$ cat src/rtl/alu_pkg.sv
// Shared ALU definitions: datapath widths, alu_decode control codes and the
// legality check applied to held operations.
package alu_pkg;

  localparam int XLEN = 32;
  localparam int OPW  = 4;

  localparam logic [OPW-1:0] ALU_AND = 4'd0;
  localparam logic [OPW-1:0] ALU_OR  = 4'd1;
  localparam logic [OPW-1:0] ALU_ADD = 4'd2;
  localparam logic [OPW-1:0] ALU_SLL = 4'd3;
  localparam logic [OPW-1:0] ALU_SUB = 4'd6;
  localparam logic [OPW-1:0] ALU_XOR = 4'd7;
  localparam logic [OPW-1:0] ALU_SRL = 4'd8;

  function automatic logic alu_op_legal(input logic [OPW-1:0] op);
    case (op)
      ALU_AND, ALU_OR, ALU_ADD, ALU_SLL,
      ALU_SUB, ALU_XOR, ALU_SRL: return 1'b1;
      default:                   return 1'b0;
    endcase
  endfunction

endpackage

$ cat src/rtl/alu_arbiter_if.sv
// Bus bundle around the shared ALU arbiter.
//   req_*      : two requesters (port 0 execute stage, port 1 address/branch unit)
//   alu_*      : control code / operands out to the ALU, result / zero flag back
//   rsp_*      : registered, owner-tagged response
// Modports: master = requesters + ALU side, slave = arbiter.
interface alu_arbiter_if;
  import alu_pkg::*;

  logic [1:0]      req_valid;
  logic [1:0]      req_ready;
  logic [OPW-1:0]  req0_op;
  logic [XLEN-1:0] req0_a;
  logic [XLEN-1:0] req0_b;
  logic [OPW-1:0]  req1_op;
  logic [XLEN-1:0] req1_a;
  logic [XLEN-1:0] req1_b;
  logic [OPW-1:0]  alu_ctl;
  logic [XLEN-1:0] alu_a;
  logic [XLEN-1:0] alu_b;
  logic [XLEN-1:0] alu_result;
  logic            alu_zero;
  logic [1:0]      rsp_valid;
  logic [1:0]      rsp_ready;
  logic [XLEN-1:0] rsp_result;
  logic            rsp_zero;
  logic            rsp_err;

  modport master (
    output req_valid, req0_op, req0_a, req0_b, req1_op, req1_a, req1_b,
           alu_result, alu_zero, rsp_ready,
    input  req_ready, alu_ctl, alu_a, alu_b,
           rsp_valid, rsp_result, rsp_zero, rsp_err
  );

  modport slave (
    input  req_valid, req0_op, req0_a, req0_b, req1_op, req1_a, req1_b,
           alu_result, alu_zero, rsp_ready,
    output req_ready, alu_ctl, alu_a, alu_b,
           rsp_valid, rsp_result, rsp_zero, rsp_err
  );

endinterface

$ cat src/rtl/alu_rr_arb2.sv
// Two-way arbiter producing a one-hot grant when en is high.
// Default build: round-robin; the pointer names the port that wins the next
// contested cycle and only moves on contested grants.
// ALU_ARB_FIXED_PRIO_EN: port 0 always wins, no pointer flop.
// Ports: clk, rst_n (async active-low), req[1:0], en, gnt[1:0].
module alu_rr_arb2 (
  input  logic       clk,
  input  logic       rst_n,
  input  logic [1:0] req,
  input  logic       en,
  output logic [1:0] gnt
);

`ifdef ALU_ARB_FIXED_PRIO_EN
  logic unused_clk_rst;
  assign unused_clk_rst = clk ^ rst_n;

  always_comb begin
    gnt = 2'b00;
    if (en) begin
      if (req[0])      gnt = 2'b01;
      else if (req[1]) gnt = 2'b10;
    end
  end
`else
  logic ptr;

  always_comb begin
    gnt = 2'b00;
    if (en) begin
      case (req)
        2'b01:   gnt = 2'b01;
        2'b10:   gnt = 2'b10;
        2'b11:   gnt = ptr ? 2'b10 : 2'b01;
        default: gnt = 2'b00;
      endcase
    end
  end

  // winner was ptr, so the loser is ~ptr
  always_ff @(posedge clk or negedge rst_n) begin
    if (!rst_n)             ptr <= 1'b0;
    else if (en && (&req))  ptr <= ~ptr;
  end
`endif

endmodule

$ cat src/rtl/alu_arbiter.sv
// Shares one combinational ALU between two requesters with valid/ready
// handshakes and holds the result in a single owner-tagged register.
// Ports: clk, rst_n (async active-low), bus (alu_arbiter_if.slave).
// Build option: ALU_ARB_FIXED_PRIO_EN gives port 0 fixed priority.
module alu_arbiter
  import alu_pkg::*;
(
  input  logic          clk,
  input  logic          rst_n,
  alu_arbiter_if.slave  bus
);

  logic [1:0]      grant;
  logic            consume;
  logic            can_accept;
  logic            op_legal;
  logic [1:0]      rsp_valid_q;
  logic [XLEN-1:0] rsp_result_q;
  logic            rsp_zero_q;
  logic            rsp_err_q;

  // rsp_ready on the non-owner port is masked by rsp_valid
  assign consume    = |(rsp_valid_q & bus.rsp_ready);
  assign can_accept = ~(|rsp_valid_q) | consume;

  alu_rr_arb2 u_arb (
    .clk   (clk),
    .rst_n (rst_n),
    .req   (bus.req_valid),
    .en    (can_accept),
    .gnt   (grant)
  );

  assign bus.req_ready = grant;

  always_comb begin
    bus.alu_ctl = '0;
    bus.alu_a   = '0;
    bus.alu_b   = '0;
    if (grant[0]) begin
      bus.alu_ctl = bus.req0_op;
      bus.alu_a   = bus.req0_a;
      bus.alu_b   = bus.req0_b;
    end else if (grant[1]) begin
      bus.alu_ctl = bus.req1_op;
      bus.alu_a   = bus.req1_a;
      bus.alu_b   = bus.req1_b;
    end
  end

  assign op_legal = alu_op_legal(bus.alu_ctl);

  // A grant overwrites the register even when the held response is consumed
  // on the same edge, which keeps throughput at one op per cycle.
  always_ff @(posedge clk or negedge rst_n) begin
    if (!rst_n) begin
      rsp_valid_q  <= 2'b00;
      rsp_result_q <= '0;
      rsp_zero_q   <= 1'b0;
      rsp_err_q    <= 1'b0;
    end else if (|grant) begin
      rsp_valid_q  <= grant;
      rsp_result_q <= op_legal ? bus.alu_result : '0;
      rsp_zero_q   <= op_legal ? bus.alu_zero : 1'b1;
      rsp_err_q    <= ~op_legal;
    end else if (consume) begin
      rsp_valid_q  <= 2'b00;
      rsp_result_q <= '0;
      rsp_zero_q   <= 1'b0;
      rsp_err_q    <= 1'b0;
    end
  end

  assign bus.rsp_valid  = rsp_valid_q;
  assign bus.rsp_result = rsp_result_q;
  assign bus.rsp_zero   = rsp_zero_q;
  assign bus.rsp_err    = rsp_err_q;

endmodule

$ cat src/flat_wrapper.sv
// flat-port wrapper written by rule: the top's interface ports become plain ports
module alu_arbiter_flat import alu_pkg::*;
  (clk, rst_n, bus_req_valid, bus_req0_op, bus_req0_a, bus_req0_b, bus_req1_op, bus_req1_a, bus_req1_b, bus_alu_result, bus_alu_zero, bus_rsp_ready, bus_req_ready, bus_alu_ctl, bus_alu_a, bus_alu_b, bus_rsp_valid, bus_rsp_result, bus_rsp_zero, bus_rsp_err);
  alu_arbiter_if bus_i ();
  input  logic clk;
  input  logic rst_n;
  input wire logic [$bits(bus_i.req_valid)-1:0] bus_req_valid;
  input wire logic [$bits(bus_i.req0_op)-1:0] bus_req0_op;
  input wire logic [$bits(bus_i.req0_a)-1:0] bus_req0_a;
  input wire logic [$bits(bus_i.req0_b)-1:0] bus_req0_b;
  input wire logic [$bits(bus_i.req1_op)-1:0] bus_req1_op;
  input wire logic [$bits(bus_i.req1_a)-1:0] bus_req1_a;
  input wire logic [$bits(bus_i.req1_b)-1:0] bus_req1_b;
  input wire logic [$bits(bus_i.alu_result)-1:0] bus_alu_result;
  input wire logic [$bits(bus_i.alu_zero)-1:0] bus_alu_zero;
  input wire logic [$bits(bus_i.rsp_ready)-1:0] bus_rsp_ready;
  output wire logic [$bits(bus_i.req_ready)-1:0] bus_req_ready;
  output wire logic [$bits(bus_i.alu_ctl)-1:0] bus_alu_ctl;
  output wire logic [$bits(bus_i.alu_a)-1:0] bus_alu_a;
  output wire logic [$bits(bus_i.alu_b)-1:0] bus_alu_b;
  output wire logic [$bits(bus_i.rsp_valid)-1:0] bus_rsp_valid;
  output wire logic [$bits(bus_i.rsp_result)-1:0] bus_rsp_result;
  output wire logic [$bits(bus_i.rsp_zero)-1:0] bus_rsp_zero;
  output wire logic [$bits(bus_i.rsp_err)-1:0] bus_rsp_err;
  assign bus_i.req_valid = bus_req_valid;
  assign bus_i.req0_op = bus_req0_op;
  assign bus_i.req0_a = bus_req0_a;
  assign bus_i.req0_b = bus_req0_b;
  assign bus_i.req1_op = bus_req1_op;
  assign bus_i.req1_a = bus_req1_a;
  assign bus_i.req1_b = bus_req1_b;
  assign bus_i.alu_result = bus_alu_result;
  assign bus_i.alu_zero = bus_alu_zero;
  assign bus_i.rsp_ready = bus_rsp_ready;
  assign bus_req_ready = bus_i.req_ready;
  assign bus_alu_ctl = bus_i.alu_ctl;
  assign bus_alu_a = bus_i.alu_a;
  assign bus_alu_b = bus_i.alu_b;
  assign bus_rsp_valid = bus_i.rsp_valid;
  assign bus_rsp_result = bus_i.rsp_result;
  assign bus_rsp_zero = bus_i.rsp_zero;
  assign bus_rsp_err = bus_i.rsp_err;
  alu_arbiter u_core (.clk(clk), .rst_n(rst_n), .bus(bus_i));
endmodule
$ cat config.mk
export PLATFORM = sky130hd
export DESIGN_NAME = alu_arbiter_flat
export DESIGN_NICKNAME = d
export VERILOG_FILES = /design/src/rtl/alu_pkg.sv /design/src/rtl/alu_arbiter_if.sv /design/src/rtl/alu_rr_arb2.sv /design/src/rtl/alu_arbiter.sv /design/src/flat_wrapper.sv
export SDC_FILE = /design/constraint.sdc
export NUM_CORES = 1
export LEC_CHECK = 0
export BUFFER_PORTS_ARGS = -buffer_cell sky130_fd_sc_hd__buf_2
export CAP_MARGIN = 20
export CORE_AREA = 2 2 108 110
export CTS_BUF_LIST = sky130_fd_sc_hd__clkbuf_16
export DETAILED_ROUTE_END_ITERATION = 8
export DIE_AREA = 0 0 110 112
export HOLD_SLACK_MARGIN = 0.12
export PLACE_DENSITY = 0.54
export SLEW_MARGIN = 25
export SYNTH_ARGS = -nofsm -noshare
export SYNTH_HDL_FRONTEND = slang
export SYNTH_SLANG_ARGS = --single-unit
$ cat constraint.sdc
create_clock -name clk -period 1.8 [get_ports clk]
set_input_delay 0.09 -clock clk [delete_from_list [all_inputs] [get_ports clk]]
set_output_delay 0.09 -clock clk [all_outputs]
set_load 0.03 [all_outputs]
======== Word-level counts from Yosys, hierarchy flattened ========
Cells that the tools add are included.
word-level totals
  bits in registers ....................... 37
  latch bits .............................. 0
  bits in writable memories ............... 0
  memory bits (read-only) ................. 0
  output and inout bits ................... 106
  memories ................................ 0
cells by class
  add/subtract/negate cells ............... 0
  $mul .................................... 0
  divide/modulo/power cells ............... 0
  $lt $le $gt $ge ......................... 0
  equality and inequality tests ........... 9
  shift operators ......................... 0
  muxes and demuxes ....................... 19
  bitwise gates (word level) .............. 5
  reductions and logical operators ........ 8
operators with widths
  cell                  number
  $mux W32              7
  $eq A4 B2 Y1 const B  2
  $eq A4 B3 Y1 const B  2
  $mux W2               4
  $mux W4               2
  $reduce_or A7 Y1      1
  $pmux W2 S3           1
  $reduce_or A2 Y1      3
  $mux W1               5
  $eq A2 B2 Y1 const B  2
  $eq A4 B1 Y1 const B  1
  $eq A4 B4 Y1 const B  1
  $logic_not A4 Y1      1
  $not A1 Y1            3
  $and A2 B2 Y2         1
  $eq A2 B1 Y1 const B  1
  $reduce_and A2 Y1     1
  $reduce_bool A2 Y1    1
  $logic_and A1 B1 Y1   1
  $or A1 B1 Y1          1

======== Depth between registers and ports, before layout ========
  word-level depth ........................ 11
  depth in mapped cells ................... 7

======== Cells and area by module ========
From an unflattened synthesis, not the netlist that was laid out.
unflattened totals
  cell total of the unflattened synthesis .. 191
  area, all modules ....................... 2,098.3 um^2
by module, submodules not included
  module       times used  cells each  area an instance (um^2)
  alu_arbiter  1           183         2,038.2
  alu_rr_arb2  1           8           60.1

======== Worst setup path after synthesis ========
No wires, ideal clock.
  path kind ............................... flip-flop to output port
  start point ............................. reg u_core.rsp_valid_q[0], in the netlist u_core.bus.rsp_valid[0]
  end point ............................... out bus_alu_a[0]
  arrival time ............................ 1,941 ps
  data required time ...................... 1,710 ps
  slack ................................... -231 ps
  cell stages (with the launch flop) ...... 6
  buffers on the path ..................... 1
  cells stage by stage .................... dfrtp_1 a22oi_1 o21ai_0 and3_1 clkbuf_1 a22o_1
on the way
  cells in the longest elaborated chain, start to end .. 6
  elaborated cells on any way between the ends .. 8
  those cells by class .................... mux (3); bitwise (3); reduce/logical (2)
ends and longest elaborated chain
  item                                               RTL line                              RTL
  from (decl)                                        alu_arbiter.sv:17                     logic [1:0] rsp_valid_q;
  from (signal assigned)                             alu_arbiter.sv:62                     rsp_valid_q <= grant;
  $and A2 B2 Y2 or $reduce_or A2 Y1 (tied branches)  alu_arbiter.sv:23, alu_arbiter.sv:24
  $reduce_or A2 Y1 or $not A1 Y1 (tied branches)     alu_arbiter.sv:23, alu_arbiter.sv:24
  $or A1 B1 Y1 (*)                                   alu_arbiter.sv:24                     assign can_accept = ~(|rsp_valid_q) | consume;
  $mux W2 (*)                                        alu_rr_arb2.sv:30                     if (en) begin
  via bus_req_ready[1]                               flat_wrapper.sv:17                    output wire logic [$bits(bus_i.req_ready)-1:0] bus_req_ready;
  $mux W32 (*)                                       alu_arbiter.sv:44                     end else if (grant[1]) begin
  $mux W32 (*)                                       alu_arbiter.sv:40                     if (grant[0]) begin
  to (decl)                                          flat_wrapper.sv:19                    output wire logic [$bits(bus_i.alu_a)-1:0] bus_alu_a;
Mark *: on every way through the listed nets, which the timed path passes. The rest lies on a longest branch.

======== Worst setup path in the final report ========
  start point ............................. reg u_core.rsp_valid_q[0], in the netlist u_core.bus.rsp_valid[0]
  end point ............................... out bus_alu_b[16]
on the way
  cells in the longest elaborated chain, start to end .. 6
  elaborated cells on any way between the ends .. 8
  those cells by class .................... mux (3); bitwise (3); reduce/logical (2)
ends and longest elaborated chain
  item                                               RTL line                              RTL
  $and A2 B2 Y2 or $reduce_or A2 Y1 (tied branches)  alu_arbiter.sv:23, alu_arbiter.sv:24
  $reduce_or A2 Y1 or $not A1 Y1 (tied branches)     alu_arbiter.sv:23, alu_arbiter.sv:24
  $or A1 B1 Y1 (*)                                   alu_arbiter.sv:24
  $mux W2 (*)                                        alu_rr_arb2.sv:30
  $mux W32                                           alu_arbiter.sv:44
  $mux W32 (*)                                       alu_arbiter.sv:40
  to (decl)                                          flat_wrapper.sv:20                    output wire logic [$bits(bus_i.alu_b)-1:0] bus_alu_b;
Mark *: on every way between the ends. The rest lies on a longest branch, timed or not.

==> summary.txt <==
Status
  – Status: complete, but fails checks
  – Failing checks: setup timing

Hold path
  – Worst Hold Class: primary input to register

Critical path
  – FF-to-FF setup slack: -0.04 ns
  – Setup crit start kind: register
  – Worst path arrival time: roughly 1.9 ns
  – Critical Path Fanout Max: 24
  – Crit end category: output port
  – Worst EP required: 1.71 ns
  – Crit path kind: register to output port

Layout
  – Final nets: roughly 750
  – Area Growth Syn to Fin: 128%
  – Fillers: 1003
  – Reg area: between 900 and 1000 um^2
  – Layout cells sized above 1: 0.685
  – Area of the multi-input gates: 1720 um^2

Logic synthesis
  – Ys Warns: 0
  – Dominant cell type by area after synthesis: dfrtp_1
  – Post-synthesis register bit count: 37
  – Adder-Cell Fraction of Synth Area: 0
  – Fraction of the mapped netlist area in simple logic gates: 0.133
  – Synthesized instance count: 260
  – Synth top area cells: dfrtp_1 38%, a22o_1 23%, o41ai_1 11%
  – Synth cell types: 28
  – Mapped Nets: about 440
  – Synth Area in XOR/XNOR: 0.00355
  – Mux cell area share after synthesis: 0
  – Share of the synthesized area in the top cell type: 0.375
  – Mapped Avg Cell Area: 9.49 um^2
  – Synthesized cell area: 2470 um^2
  – Largest family of logic cells by synthesized area: compound AO/OA/AOI/OAI gates
  – Synth Area in Compound Gates: 0.409
  – Sequential area share after synthesis: 0.375

Global route
  – Global-route wire length before repair: just under 20 mm
  – Vias in the first global route: between 3000 and 4000
  – Global routing usage on met1: 0.240
  – GRT Total Usage: 0.205
  – Met3 usage: 0.0457
  – Initial antenna violation count: 4
  – GRT met2 Usage: 0.359
  – Grt total ovfl: 0
  – Global route hottest layer: met2
  – Largest net degree at the start of global routing: 33

Placed design
  – GP Congestion: between 0.8 and 0.9
  – Hpwl dp: ~9.5 mm
  – Port bufs: 280

CTS
  – TritonCTS buffer count: 5
  – Clock Sinks: 37
  – TritonCTS clock tree: yes
  – Clock insertion delay at the later pin of the skew report: 0.28 ns
  – H-tree depth: 2
  – Clock Root Buffer: clkbuf_16
  – Clock tree buffer depth: 2
  – Worst-path clk slew: around 0.060 ns

Floorplanning
  – Chip width: roughly 110 um
  – Site Rows: 39
  – Die Span Y: around 110 um
  – Core area: 11200 um^2
  – # IOs: 281
  – Initial core utilization: 0.221
  – Die footprint: 12300 um^2

Timing
  – Post-route minimum period: a little under 2 ns
  – Fin. Hold Viols: 0
  – Tcrit/Tclk final: 1.08
  – Final setup margin: -0.141 ns
  – TNS Setup: -7.87 ns
  – Final setup violation count: 70
  – RSZ-0062 raised after global routing: yes
  – Setup Skew: ~0.004 ns
  – Final slew viol count: 0
  – Rel. slew slack: 0.703
  – Max Freq: 515 MHz
  – Worst-margin pin slew: 0.446 ns

Routing
  – First-pass detailed-route iteration total: 4
  – DRT Wirelength: 13.8 mm
  – Drt via density: 4.93
  – 1st-iter DRT viols: 229
  – DRC viols: 0
  – DRT antenna net count: 0
  – Drt wl/cell: roughly 19 um
  – DR vias: 3566

Pwr
  – Combinational Power Share: 0.742
  – Part of the power in registers: 0.149
  – Tot Pwr: 9.36 mW
  – Cell-internal power: 4.92 mW
  – P per Cell Area: 1670 nW/um^2
  – VDD IR-drop max: approximately 980 uV
  – Clock Power Share: 0.109
  – NetSw: 4.44 mW
  – Sw Share: 0.474
  – Leakage: about 3 nW

Flow run
  – Max cap viols: 0
==> cell usage after synthesis, drive strengths merged <==
| library cell | instances |
|---|---|
| a2111oi | 1 |
| a211o | 1 |
| a21bo | 1 |
| a21boi | 2 |
| a21o | 2 |
| a22o | 64 |
| a22oi | 1 |
| a32o | 1 |
| a32oi | 4 |
| and2 | 1 |
| and2b | 1 |
| and3 | 2 |
| buf | 19 |
| clkbuf | 13 |
| dfrtp | 37 |
| nand2 | 64 |
| nand2b | 1 |
| nor2 | 6 |
| nor3 | 2 |
| o21ai | 2 |
| o41ai | 32 |
| or2 | 1 |
| or3b | 1 |
| xor2 | 1 |
==> placed cells by master, fill, tap and decap left out, drive strengths merged <==
cell / instances
a2111oi: 1
a211o: 1
a21bo: 1
a21boi: 2
a21o: 2
a22o: 64
a22oi: 1
a32o: 1
a32oi: 4
and2: 1
and2b: 1
and3: 2
buf: 307
bufinv: 1
clkbuf: 7
clkinv: 1
clkinvlp: 1
dfrtp: 37
diode: 3
dlygate4sd3: 33
nand2: 64
nand2b: 1
nor2: 6
nor3: 2
o21ai: 2
o41ai: 32
or2: 1
or3b: 1
xor2: 1
==> area by class of cell <==
cell class                      instances  share of cell area
Clock inverter                          3             0.00825
Sequential cell                        37               0.165
Timing Repair Buffer                  342               0.465
Multi-Input combinational cell        191               0.306
Antenna cell                            3             0.00134
Tap cell                              143              0.0319
Clock buffer                            5              0.0223
==> flip-flops by register name, indices dropped and copies added (netlist names) <==
name / cells
u_core.bus.rsp_result: 32
u_core.bus.rsp_valid: 2
u_core.u_arb.ptr: 1
u_core.bus.rsp_zero: 1
u_core.bus.rsp_err: 1
==> kinds of logic (layout without fill, tap and decap cells) <==
family | count (synthesis) | after routing
compound gates | 111 | 111
xor+xnor | 1 | 1
buf+inv | 32 | 350
flops | 37 | 37
other cells | 0 | 3
simple gates | 79 | 79
==> worst max-delay path, stage by stage (launching register included) <==
cell and delay [ns]:
dfrtp_2 0.42, a22oi_2 0.18, and2b_2 0.21, nor2_4 0.05
buf_12 0.13, buf_12 0.15, a22o_2 0.28, buf_6 0.14
==> power groups by stage <==
stage,logic [mW],registers [mW],clock network (mW)
2_1_floorplan,3.14,2.04,0
3_3_place_gp,5.29,1.38,0
3_5_place_dp,5.34,1.38,0
4_1_cts,6.72,1.39,1.04
5_1_grt,7.28,1.44,1.06
6_report,6.95,1.40,1.02
==> path summary, 6_finish.rpt <==
check                           cells after the start                                     to                                   from
worst max-delay path                                7                          bus_alu_b[16]    u_core.bus.rsp_valid[0]$_DFFE_PN0P_
worst min-delay path                                3        u_core.bus.rsp_zero$_DFFE_PN0P_                           bus_alu_zero
worst max register to register                      5  u_core.bus.rsp_result[28]$_DFFE_PN0P_           u_core.u_arb.ptr$_DFFE_PN0P_
worst min register to register                      2  u_core.bus.rsp_result[27]$_DFFE_PN0P_  u_core.bus.rsp_result[27]$_DFFE_PN0P_
max in group asynchronous                           3  u_core.bus.rsp_result[24]$_DFFE_PN0P_                                  rst_n
min in group asynchronous                           2  u_core.bus.rsp_result[11]$_DFFE_PN0P_                                  rst_n
==> stage by stage <==
stage	cell area [um^2]	setup slack, ns	hold WS [ns]	util	instances
2_1_floorplan	2640	-0.0350	-0.206	-	260
3_3_place_gp	4240	0.0410	0.0516	0.379	669
3_5_place_dp	4240	-0.00590	0.0563	0.379	669
4_1_cts	5490	-0.139	0.138	0.491	719
5_1_grt	5610	-0.207	0.170	0.502	724
6_report	5610	-0.141	0.137	0.502	724
==> repair_timing <==
action,CTS,global route
buffers inserted,4,0
pin swaps,20,3
resized for setup,161,13
gates cloned,5,2
endpoints found under the setup margin,70,100
endpoints found under the hold margin,69,0
hold buffers,33,0
==> per-layer routing <==
layer / vias up / wire length [um] / share of wire
met1: 1705 / 5370 / 0.39
met2: 174 / 7050 / 0.51
met5: - / 11 / 0.00080
li1: 1656 / - / -
met3: 29 / 1010 / 0.074
met4: 2 / 346 / 0.025
No activity file was read; power rests on OpenSTA's default activity.
